`src/rtl/qam_tx_pkg.sv`:
```
`default_nettype none
// ============================================================================
// Module   : qam_tx_pkg
// Purpose  : Shared types and constants for the 16-QAM transmit sequencer.
// Revision : 1.0 - initial release
// ============================================================================
package qam_tx_pkg;

  // Sequencer states; explicit 3-bit encoding.
  typedef enum logic [2:0] {
    ST_IDLE      = 3'd0,
    ST_COEF_LOAD = 3'd1,
    ST_PREAMBLE  = 3'd2,
    ST_PAYLOAD   = 3'd3,
    ST_FLUSH     = 3'd4,
    ST_DONE      = 3'd5
  } qam_state_e;

  // Preamble alternates between these two symbols, starting with A.
  localparam logic [3:0] PREAMBLE_SYM_A = 4'h0;
  localparam logic [3:0] PREAMBLE_SYM_B = 4'hF;

  // Default upsample ratio (clocks per symbol period).
  localparam int DEFAULT_OSR = 11;

endpackage : qam_tx_pkg
`default_nettype wire

```
`src/rtl/qam_phase_ctr.sv`:
```
`default_nettype none
// ============================================================================
// Module   : qam_phase_ctr
// Purpose  : Mod-OSR upsample phase counter with enable, synchronous clear
//            and a combinational wrap strobe (high on the last phase).
// Revision : 1.0 - initial release
// ============================================================================
module qam_phase_ctr
  import qam_tx_pkg::*;
#(
  parameter int OSR = DEFAULT_OSR,
  parameter int PW  = 4
) (
  input  logic          clk,
  input  logic          rstn,
  input  logic          en,
  input  logic          clr,
  output logic [PW-1:0] phase,
  output logic          wrap
);

  localparam logic [PW-1:0] C_LAST = PW'(OSR - 1);

  logic [PW-1:0] r_phase;

  assign phase = r_phase;
  assign wrap  = en && (r_phase == C_LAST);

  // Phase register: clear wins, otherwise count 0..OSR-1 while enabled.
  always_ff @(posedge clk or negedge rstn) begin
    if (!rstn) begin
      r_phase <= '0;
    end else if (clr) begin
      r_phase <= '0;
    end else if (en) begin
      r_phase <= wrap ? '0 : r_phase + 1'b1;
    end
  end

endmodule : qam_phase_ctr
`default_nettype wire

```
`src/rtl/qam_tx_seq.sv`:
```
`default_nettype none
// ============================================================================
// Module   : qam_tx_seq
// Purpose  : Frame sequencer (preamble / payload / zero tail) and shared
//            I/Q FIR coefficient loader for the 16-QAM transmit path.
// Revision : 1.0 - initial release
// ============================================================================
module qam_tx_seq
  import qam_tx_pkg::*;
#(
  parameter int OSR          = DEFAULT_OSR,
  parameter int NTAPS        = 33,
  parameter int COEF_W       = 12,
  parameter int PREAMBLE_LEN = 16,
  parameter int TAIL_LEN     = 4
) (
  input  logic              clk,
  input  logic              rstn,
  input  logic              start,
  input  logic [15:0]       frame_len,
  input  logic              coef_load_req,
  input  logic [3:0]        coef_bank,
  input  logic              coef_wr_valid,
  output logic              coef_wr_ready,
  input  logic [COEF_W-1:0] coef_wr_data,
  input  logic              sym_valid,
  output logic              sym_ready,
  input  logic [3:0]        sym_data,
  output logic [3:0]        sym_out,
  output logic              sym_gap,
  output logic              sym_strobe,
  output logic [3:0]        phase,
  output logic              fir_datai_valid,
  output logic [COEF_W-1:0] fir_coefi,
  output logic              fir_coefi_valid,
  output logic [3:0]        fir_coef_sel,
  output logic              fir_coef_on,
  output logic              busy,
  output logic              done,
  output logic              underrun
);

  localparam int C_WCNT_W = $clog2(NTAPS + 1);

  qam_state_e          r_state;
  qam_state_e          w_state_nxt;
  logic [15:0]         r_frame_len;
  logic [15:0]         r_cnt;        // period index in PREAMBLE/FLUSH, symbols sent in PAYLOAD
  logic [C_WCNT_W-1:0] r_wcnt;
  logic                w_active;
  logic                w_wrap;
  logic                w_load_acc;
  logic                w_start_acc;
  logic                w_coef_acc;
  logic                w_last_coef;
  logic                w_pre_last;
  logic                w_tail_last;
  logic                w_pay_full;
  logic                w_len_nz;
  logic                w_sym_acc;

  assign w_active    = (r_state == ST_PREAMBLE) || (r_state == ST_PAYLOAD) || (r_state == ST_FLUSH);
  assign w_load_acc  = (r_state == ST_IDLE) && coef_load_req;
  assign w_start_acc = (r_state == ST_IDLE) && start && !coef_load_req;
  assign w_pre_last  = (r_cnt == 16'(PREAMBLE_LEN - 1));
  assign w_tail_last = (r_cnt == 16'(TAIL_LEN - 1));
  assign w_pay_full  = (r_cnt == r_frame_len);
  assign w_len_nz    = (r_frame_len != 16'd0);

  assign coef_wr_ready = (r_state == ST_COEF_LOAD);
  assign w_coef_acc    = coef_wr_ready && coef_wr_valid;
  assign w_last_coef   = w_coef_acc && (r_wcnt == C_WCNT_W'(NTAPS - 1));

  // A symbol is requested only on the last phase before a payload period.
  assign sym_ready = w_wrap && (((r_state == ST_PREAMBLE) && w_pre_last && w_len_nz) ||
                                ((r_state == ST_PAYLOAD) && !w_pay_full));
  assign w_sym_acc = sym_ready && sym_valid;

  assign fir_datai_valid = sym_strobe;

  qam_phase_ctr #(
    .OSR (OSR),
    .PW  (4)
  ) u_phase_ctr (
    .clk   (clk),
    .rstn  (rstn),
    .en    (w_active),
    .clr   (!w_active),
    .phase (phase),
    .wrap  (w_wrap)
  );

  // State register.
  always_ff @(posedge clk or negedge rstn) begin
    if (!rstn) begin
      r_state <= ST_IDLE;
    end else begin
      r_state <= w_state_nxt;
    end
  end

  // Next-state decode; period boundaries are the phase wrap.
  always_comb begin
    w_state_nxt = r_state;
    case (r_state)
      ST_IDLE: begin
        if (coef_load_req) w_state_nxt = ST_COEF_LOAD;
        else if (start)    w_state_nxt = ST_PREAMBLE;
      end
      ST_COEF_LOAD: if (w_last_coef) w_state_nxt = ST_IDLE;
      ST_PREAMBLE:  if (w_wrap && w_pre_last) w_state_nxt = w_len_nz ? ST_PAYLOAD : ST_FLUSH;
      ST_PAYLOAD:   if (w_wrap && w_pay_full) w_state_nxt = ST_FLUSH;
      ST_FLUSH:     if (w_wrap && w_tail_last) w_state_nxt = ST_DONE;
      ST_DONE:      w_state_nxt = ST_IDLE;
      default:      w_state_nxt = ST_IDLE;
    endcase
  end

  // Registered outputs, coefficient path and frame counters.
  always_ff @(posedge clk or negedge rstn) begin
    if (!rstn) begin
      r_frame_len     <= '0;
      r_cnt           <= '0;
      r_wcnt          <= '0;
      sym_out         <= '0;
      sym_gap         <= 1'b1;
      sym_strobe      <= 1'b0;
      fir_coefi       <= '0;
      fir_coefi_valid <= 1'b0;
      fir_coef_sel    <= '0;
      fir_coef_on     <= 1'b0;
      busy            <= 1'b0;
      done            <= 1'b0;
      underrun        <= 1'b0;
    end else begin
      fir_coefi_valid <= 1'b0;
      sym_strobe      <= 1'b0;
      done            <= 1'b0;
      busy            <= (w_state_nxt != ST_IDLE);

      if (w_load_acc) begin
        fir_coef_sel <= coef_bank;
        r_wcnt       <= '0;
      end
      if (w_coef_acc) begin
        fir_coefi       <= coef_wr_data;
        fir_coefi_valid <= 1'b1;
        r_wcnt          <= r_wcnt + 1'b1;
      end
      if (w_last_coef) fir_coef_on <= 1'b1;

      if (w_start_acc) begin
        r_frame_len <= frame_len;
        r_cnt       <= '0;
        underrun    <= 1'b0;
        sym_out     <= PREAMBLE_SYM_A;
        sym_gap     <= 1'b0;
        sym_strobe  <= 1'b1;
      end

      if (w_wrap) begin
        case (r_state)
          ST_PREAMBLE: begin
            sym_strobe <= 1'b1;
            if (!w_pre_last) begin
              r_cnt   <= r_cnt + 1'b1;
              sym_out <= r_cnt[0] ? PREAMBLE_SYM_A : PREAMBLE_SYM_B;
            end else if (!w_len_nz) begin
              r_cnt   <= '0;
              sym_gap <= 1'b1;
            end else if (w_sym_acc) begin
              r_cnt   <= 16'd1;
              sym_out <= sym_data;
            end else begin
              r_cnt    <= '0;
              sym_gap  <= 1'b1;
              underrun <= 1'b1;
            end
          end
          ST_PAYLOAD: begin
            sym_strobe <= 1'b1;
            if (w_pay_full) begin
              r_cnt   <= '0;
              sym_gap <= 1'b1;
            end else if (w_sym_acc) begin
              r_cnt   <= r_cnt + 1'b1;
              sym_out <= sym_data;
              sym_gap <= 1'b0;
            end else begin
              sym_gap  <= 1'b1;
              underrun <= 1'b1;
            end
          end
          ST_FLUSH: begin
            if (!w_tail_last) begin
              r_cnt      <= r_cnt + 1'b1;
              sym_strobe <= 1'b1;
            end else begin
              done    <= 1'b1;
              sym_gap <= 1'b1;
            end
          end
          default: ;
        endcase
      end
    end
  end

endmodule : qam_tx_seq
`default_nettype wire

```
`config.mk`:
```
export PLATFORM = sky130hd
export DESIGN_NAME = qam_tx_seq
export DESIGN_NICKNAME = d
export VERILOG_FILES = /design/src/rtl/qam_tx_pkg.sv /design/src/rtl/qam_phase_ctr.sv /design/src/rtl/qam_tx_seq.sv
export SDC_FILE = /design/constraint.sdc
export NUM_CORES = 1
export LEC_CHECK = 0
export CAP_MARGIN = 0
export CORE_MARGIN = 1
export CORE_UTILIZATION = 50
export CTS_CLUSTER_SIZE = 20
export DETAILED_ROUTE_END_ITERATION = 7
export PLACE_DENSITY = 0.78
export SLEW_MARGIN = 15
export SYNTH_ARGS = -nofsm -noshare
export SYNTH_HDL_FRONTEND = slang
export SYNTH_SLANG_ARGS = --single-unit
```
`constraint.sdc`:
```
create_clock -name clk -period 2.7 [get_ports clk]
set_input_delay 0.405 -clock clk [delete_from_list [all_inputs] [get_ports clk]]
set_output_delay 0.405 -clock clk [all_outputs]
set_load 0.01 [all_outputs]
```
==> Yosys cells after proc, flatten, opt, wreduce, memory -nomap -nowiden <==
Index checks and enable logic that the tools add are counted.
{ "word_totals": {"ff_bits": 72, "latch_bits": 0, "mem_bits_rw": 0, "romBits": 0, "input_bits": 42, "output_inout_bits": 34, "word_cells": 104, "mem_count": 0} }
{ "classes": {"addsub": 3, "multipliers": 0, "div_mod_pow": 0, "order_cmp": 0, "n_eq_ne": 9, "n_shift": 0, "muxes": 53, "bitwise": 0, "n_reduce_logical": 24} }
{ "ops": {"columns": ["operator", "count"], "rows": [
  ["16-bit 2-to-1 mux", 6],
  ["16-bit one-hot mux with 3 select lines", 1],
  ["4-bit 2-to-1 mux", 9],
  ["1-bit 2-to-1 mux", 23],
  ["3-bit 2-to-1 mux", 7],
  ["16-bit by 1-bit adder with 16-bit output (second input constant)", 1],
  ["16-bit == test", 1],
  ["16-bit by 2-bit == test with 1-bit output (second input constant)", 1],
  ["16-bit by 4-bit == test with 1-bit output (second input constant)", 1],
  ["16-bit nonzero test", 1],
  ["3-bit one-hot mux with 5 select lines", 1],
  ["1-bit logical AND", 14],
  ["6-bit 2-to-1 mux", 2],
  ["4-bit one-hot mux with 2 select lines", 1],
  ["6-bit by 1-bit adder with 6-bit output (second input constant)", 1],
  ["3-bit by 2-bit == test with 1-bit output (second input constant)", 2],
  ["6-bit == test (second input constant)", 1],
  ["4-bit by 1-bit adder with 4-bit output (second input constant)", 1],
  ["4-bit == test (second input constant)", 1],
  ["1-bit one-hot mux with 2 select lines", 2],
  ["3-bit by 1-bit == test with 1-bit output (second input constant)", 1],
  ["3-bit == test (second input constant)", 1],
  ["3-bit logical NOT", 1],
  ["1-bit logical OR", 3],
  ["other kinds (5)", 6]
]} }

==> Longest topological paths before layout <==
Gate-level depths: netlist (run 1).
{ "logic_depth": {"depth_word": 11, "ltp_mapped": 9, "mapped_depth_nobuf": 8} }

==> Cells and area by module <==
A second synthesis (run 1) with hierarchy kept.
{ "unflattened": {"cells_unflattened": 454, "area_unflattened_um2": 3992.6} }
{ "modules_own_cells": {"columns": ["mod", "n_inst", "cells_each", "area_per_inst_um2", "seq_area_each_um2"], "rows": [
  ["qam_tx_seq", 1, 428, 3753.6, 1702.9],
  ["qam_phase_ctr", 1, 26, 239.0, 100.1]
]} }

==> Worst setup path after synthesis (run 1) <==
OpenSTA, ideal clock, no wires.
{ "synth_timing": {"path_kind": "register to output", "start": "reg r_cnt[8]", "end": "out sym_ready", "arrival_ns": 1.944, "required_ns": 2.295, "slack_ns": 0.351, "path_stages_with_launch": 7, "path_buffers": 1, "path_cell_list": "dfrtp_1 -> buf_6 -> or4_4 -> nor4_4 -> nand3_2 -> o22ai_2 -> and2_1"} }
{ "synth_via": {"elab_chain_len": 5, "elab_cells_between_ends": 8, "classes_between": "eq/ne (2); reduce/logical (6)"} }
{ "synth_lines": {"columns": ["element", "line_no", "source"], "rows": [
  ["start: declaration", "qam_tx_seq.sv:48", "logic [15:0] r_cnt;"],
  ["start signal: assignment", "qam_tx_seq.sv:166", "r_cnt <= r_cnt + 1'b1;"],
  ["start signal: assignment", "qam_tx_seq.sv:186", "r_cnt <= r_cnt + 1'b1;"],
  ["start signal: assignment", "qam_tx_seq.sv:196", "r_cnt <= r_cnt + 1'b1;"],
  ["16-bit by 4-bit == test with 1-bit output or 16-bit == test (tied branches)", "qam_tx_seq.sv:65, qam_tx_seq.sv:67", null],
  ["1-bit logical AND or 1-bit logical NOT (tied branches)", "qam_tx_seq.sv:75, qam_tx_seq.sv:76", null],
  ["1-bit logical AND, on equally long branches", "qam_tx_seq.sv:75, qam_tx_seq.sv:76", null],
  ["1-bit logical OR (*)", "qam_tx_seq.sv:75", "assign sym_ready = w_wrap && (((r_state == ST_PREAMBLE) && w_pre_last && w_len_nz) ||"],
  ["1-bit logical AND (*)", "qam_tx_seq.sv:75", null],
  ["end: declaration", "qam_tx_seq.sv:27", "output logic sym_ready,"]
]} }
Every way passes the cells marked *; elsewhere a longest branch is shown, timed or not.

==> Worst setup path in the final report (run 1) <==
Same ends and word-level chain as after synthesis.

==> results.cfg, run 1 <==
[critical_path]
r2r-start = r_cnt[1]
r2r_cells = 8
slowest_stage = or4_4
start_kind = flip-flop
cp_top_family = simple AND/OR/NAND/NOR gates
cp.required_ps = 2300
critPathMaxFanout = 2
worstPathArrival_ps = 2230
reg2reg_slack_ps = 220
critical_path_class = flip-flop to output port
cp_num_buf_inv = 1
rr_endpoint = r_cnt[4]
critical_path.cell_chain = or4_4 > nor4_4 > nand3_2 > o22ai_4 > and2_4 > buf_6
cp_slowest_stage_delay_ps = 570
crit_path_end_kind = output port

[timing]
setup_viol = 0
hold_ws_ps = 478
worst_pin_slew_ps = 472
fin_skew_ps = 6.90
finalHoldViolCount = 0
setup_slack_ps = 65.3
drv_slew = 0
finalCritPeriodShare = 0.976
layout_min_cycle_time_ps = 2630
timing.fmax_mhz = 380
maxSlewHeadroom = 0.683

[finish]
syn_to_final_growth_pct = 33.0
final_cell_count_no_fill = 627
fillers = 591
fin_util = 0.695
layout-drive-gt1-share = 0.136
antenna_cells = 0
multiInputGateArea_um2 = 1850
regArea_um2 = 1800
nNetsFinal = 570

[synth]
synth-edff-count = 0
synth.ff_latch_count = 72
syn_inst = 425
yosys-top-cells-count = 124 x nand2_1, 71 x dfrtp_1, 19 x o21ai_0
synth_fp_nets = 472
yosysSeqAreaShare = 0.473
syn_avg_cell_area_um2 = 8.96
yosys.cell_types.count = 56
synth-main-ff-cell = dfrtp_1
netlist_top_cells_area = dfrtp_1 47%, nand2_1 12%, xnor2_1 4.1%
synth.largest_area_cell = dfrtp_1
yosys.area.top_type_share = 0.466
yosys_warnings = 0
ys_async_sr_fraction = 1.00
syn_area_um2 = 3810
yosysMostFrequentCell = nand2_1

[power_and_ir_drop]
p_sw_frac = 0.378
p_clk_frac = 0.210
p_int_mw = 2.92
peakVddDrop_uv = 532
power_density_nw_per_um2 = 925
seqPwrFrac = 0.367
p_leak_nw = 2.25
p_sw_mw = 1.77
combPwrFrac = 0.423
power_mw = 4.69

[place]
io_buffers = 75
dp.cells = 604
place_ws_ps = -16.2
dp_hpwl_mm = 6.69
gp_congestion = 0.900

[detailed_routing]
first_pass_iters = 6
avgViaCountPerCell = 5.52
drtIter0Drc = 293
routed_wl_mm = 9.48
wl_per_cell_um = 15.1
ant_nets = 0
vias = 3462
drc = 0

[cts]
clkSinkCount = 72
cts_buffers = 9
cts_tree = built
clk_pin_slew_ps = 80
cts_max_level = 3
clk_path_buf_depth = 2
clk-insertion-delay-late_ps = 350
cts-root-buf = clkbuf_8

[die]
rows = 31
dieWidth_um = 89.3
io_pins = 76
coreArea_um2 = 7290
dieArea_um2 = 7970
die_y_um = 89.3
initial_core_util = 0.522

[flow_run]
drv_cap = 0

[min_path]
min_from = fir_coefi[9]
hold_path_depth = 2
whs_endpoint = fir_coefi[9]
hold_class = flip-flop to flip-flop

[grt]
grt_usage = 0.250
grt_overflow = 0
grt_max_degree = 41
grt_pass1_vias = 3302
grt_first_pass_wirelength_mm = 15.3
antenna_found_initial = 0

[status]
status = finished clean
==> how the worst max path moves through the flow <==
stage               cells after the start        end  slack [ps]  startpoint
global placement                        6  sym_ready          20   r_cnt[12]
finish                                  6  sym_ready          70    r_cnt[8]
CTS                                     6  sym_ready          50   r_cnt[11]
floorplan                               6  sym_ready         350    r_cnt[8]
detailed placement                      6  sym_ready         -20   r_cnt[12]
global route                            6  sym_ready          -4    r_cnt[8]
==> cell families (layout without fill, tap and decap cells) <==
family                   after synthesis  count (layout)  share of synthesized area
AND/OR/NAND/NOR                      224             224                      0.290
AO/OA/AOI/OAI                         63              63                      0.115
XOR/XNOR                              21              21                     0.0483
buffers and inverters                 35             138                     0.0433
flip-flops                            72              72                      0.473
multiplexers                           5               5                     0.0144
adder cells (fa/ha/maj)                5               5                     0.0164
==> per-stage QoR <==
stage          cell area [um^2]  TNS, ps
2_1_floorplan              3810        0
3_5_place_dp               4770    -16.2
6_report                   5070        0
3_3_place_gp               4770        0
4_1_cts                    5040        0
5_1_grt                    5070    -3.60
==> power groups by stage <==
stage	combinational, mW	sequential, mW	clock [mW]
after floorplan	1.09	1.76	0
after global placement	1.86	1.71	0
after detailed placement	1.90	1.73	0
after CTS	1.94	1.71	0.996
after global routing	2.16	1.76	1.04
final	1.98	1.72	0.986
==> tightest hold or removal path, cell delays in order (launching register included) <==
cell     delay [ps]
dfrtp_1         350
nand2_1          50
nand2_1          50
==> repair_timing <==
action,CTS,global route
setup endpoints to repair,1,1
endpoints found under the hold margin,16,0
setup buffers,4,2
hold buffers,1,0
pin swaps,6,5
resized for setup,5,2
==> placed cells by master (no fill, tap or decap), drive strengths merged, types with 2 or more instances in the layout <==
cell	count
nor2	17
nand4	15
inv	15
a31oi	11
clkbuf	9
a22o	2
ha	5
o221ai	3
clkdlybuf4s50	73
or3b	2
nor3b	3
mux2	4
and2	3
nand3b	2
o311ai	2
o31ai	2
nand2	124
nor3	11
nand3	19
o22ai	6
dfrtp	71
o21ai	24
buf	34
a21oi	6
or4	3
clkinv	4
xnor2	18
nor4	12
and3	6
bufinv	2
xor2	3
==> registers in the layout (all words and copies together) (netlist names) <==
register	cells
busy	1
done	1
fir_coef_on	1
fir_coef_sel	4
fir_coefi	12
fir_coefi_valid	1
fir_datai_valid	1
r_cnt	16
r_frame_len	16
r_state	3
r_wcnt	6
sym_gap	1
sym_out	4
u_phase_ctr.phase	4
underrun	1
==> metal layers <==
metal  global-route usage  vias to the layer above  routed length [um]
met2                0.404                      138                4610
met4               0.0924                        0                 136
met3               0.0665                       19                 665
met5                    0                        -                   0
li1                     -                     1676                   -
met1                0.325                     1629                4070
==> area by class of cell <==
type,instances,area share
clock inverter,7,0.0202
clock buffer,9,0.0244
inverter,14,0.0104
multi-input combinational,318,0.365
tap,99,0.0244
sequential,72,0.356
timing repair buffer,108,0.199
Note: power is estimated with default switching activity, not from simulation.
==> run 2: changes to the inputs <==
--- a/config.mk
+++ b/config.mk
@@ -6,7 +6,7 @@
 export NUM_CORES = 1
 export LEC_CHECK = 0
 export CAP_MARGIN = 0
-export CORE_MARGIN = 1
+export CORE_MARGIN = 4
 export CORE_UTILIZATION = 50
 export CTS_CLUSTER_SIZE = 20
 export DETAILED_ROUTE_END_ITERATION = 7
==> run 2 against run 1 <==
Net effect: total power fell by 5.2%; fmax is 0.83% lower; combinational power is essentially flat; setup slack worse by 22 ps; sequential cell count unchanged; count of clock-buffer cells in the layout is 1 higher; die area increased by 14%; critical path type unchanged; largest power group unchanged.
==> results.cfg, run 2 (synthesis gave the netlist of run 1 again) <==
[status]
status = finished clean

[critical_path]
cp.required_ps = 2300
r2r-start = r_cnt[13]
critical_path.cell_chain = or4_4 > nor4_4 > nand3_2 > o22ai_2 > and2_4 > buf_6
critical_path_class = flip-flop to output port
cp_num_buf_inv = 1
start_kind = flip-flop
worstPathArrival_ps = 2250
crit_path_end_kind = output port
r2r_cells = 8
cp_top_family = simple AND/OR/NAND/NOR gates
reg2reg_slack_ps = 150
slowest_stage = or4_4
rr_endpoint = r_cnt[5]
critPathMaxFanout = 2
cp_slowest_stage_delay_ps = 580

[place]
dp_hpwl_mm = 6.88
place_ws_ps = -29.7
gp_congestion = 0.906
io_buffers = 75
dpl_cell_area_um2 = 4770

[power_and_ir_drop]
power_density_nw_per_um2 = 891
power_mw = 4.44
peakVddDrop_uv = 570
p_leak_nw = 2.21

[timing]
fin_skew_ps = 9.84
finalCritPeriodShare = 0.984
drv_slew = 0
rsz0062_at_grt = true
setup_viol = 0
timing.fmax_mhz = 376
hold_ws_ps = 58.5
fin_setup_tns_ps = 0
layout_min_cycle_time_ps = 2660
finalHoldViolCount = 0
worst_pin_slew_ps = 583
setup_slack_ps = 43.3
maxSlewHeadroom = 0.611

[detailed_routing]
dr_wl_met2_mm = 4.55
wl_met3_um = 669
avgViaCountPerCell = 5.50
ant_nets = 0
drtIter0Drc = 301
vias = 3432
routed.top_layer = met4
first_pass_iters = 5
met1Wirelength_mm = 4.01
routed_wl_mm = 9.39
drc = 0
wl_per_cell_um = 15.1

[finish]
layout-drive-gt1-share = 0.133
reg.largest.list = r_cnt (16), r_frame_len (16), fir_coefi (12)
stdcell_area_um2 = 4990
fillers = 570
antenna_cells = 0
syn_to_final_growth_pct = 30.9
regArea_um2 = 1800
multiInputGateArea_um2 = 1840
layout_common_cells = 124 x nand2_1, 73 x clkdlybuf4s50_1, 71 x dfrtp_1, 29 x buf_4, 19 x o21ai_0
nNetsFinal = 567
final_common_cell = nand2_1

[die]
rows = 31
dieArea_um2 = 9080
io_pins = 76
initial_core_util = 0.520
die_y_um = 95.3
coreArea_um2 = 7330
dieWidth_um = 95.3

[grt]
grt_max_degree = 49
antenna_found_initial = 0
grt_first_pass_wirelength_mm = 15.6
grt_overflow = 0
grt_pass1_vias = 3431
grt_usage = 0.218

[flow_run]
drv_cap = 0

[cts]
clk_pin_slew_ps = 80
clk-insertion-delay-late_ps = 350
hold_buffers = 0
cts_max_level = 3
clkSinkCount = 72
cts_buffers = 9
cts_tree = built
cts-root-buf = clkbuf_8
clk_path_buf_depth = 2

[min_path]
hold_class = primary input to asynchronous set/reset pin
run 2: cell count changes in the layout (fill, tap and decap cells not counted), sizes merged:
cell / change
clkbuf: +1
inv: -1
bufinv: -2
clkinvlp: +2
buf: -2
dlygate4sd3: -1
run 2: worst reg2reg max path: stages (launching register included):
cell     delay [ps]
dfrtp_1         380
or4_4           580
buf_4           170
nor4_4          430
a21oi_2         180
o22ai_4         320
buf_4           210
a31oi_1          40
o22ai_1         150
run 2: layer usage:
layer  vias up  global-route usage
met2       118               0.366
met4         0              0.0745
met3        17              0.0592
met5         -                   0
met1      1627               0.271
li1       1670                   -
run 2: area by class of cell:
class	count	share of cell area
multi-input cells	318	0.370
flip-flops and latches	72	0.361
repair buffers	105	0.197
clock buffers	10	0.0276
well taps	99	0.0248
inverters	14	0.0105
clock inverters	6	0.00853
run 2: power by group:
part | total (mW) | internal [mW] | switching [mW]
clock network | 0.780 | 0.360 | 0.420
registers | 1.70 | 1.42 | 0.283
logic | 1.96 | 0.956 | 1.00
total | 4.44 | 2.74 | 1.71
run 2: timing repair:
action | 4_1_cts | 5_1_grt
gates resized for setup | 5 | 1
setup endpoints to repair | 1 | 1
buffers inserted | 4 | 1
pin swaps | 6 | 5
run 2: how the worst max path moves through the flow:
stage	from	end	slack, ps	depth (start not counted)
floorplan	r_cnt[8]	sym_ready	350	6
CTS	r_cnt[7]	sym_ready	70	6
global route	r_cnt[13]	sym_ready	-10	6
finish	r_cnt[13]	sym_ready	40	6
detailed placement	r_cnt[12]	sym_ready	-30	6
global placement	r_cnt[12]	sym_ready	20	6
run 2: per-stage QoR:
step                 util  instances
floorplan               -        425
global placement    0.650        603
detailed placement  0.650        603
CTS                 0.679        623
global route        0.680        624
finish              0.680        624
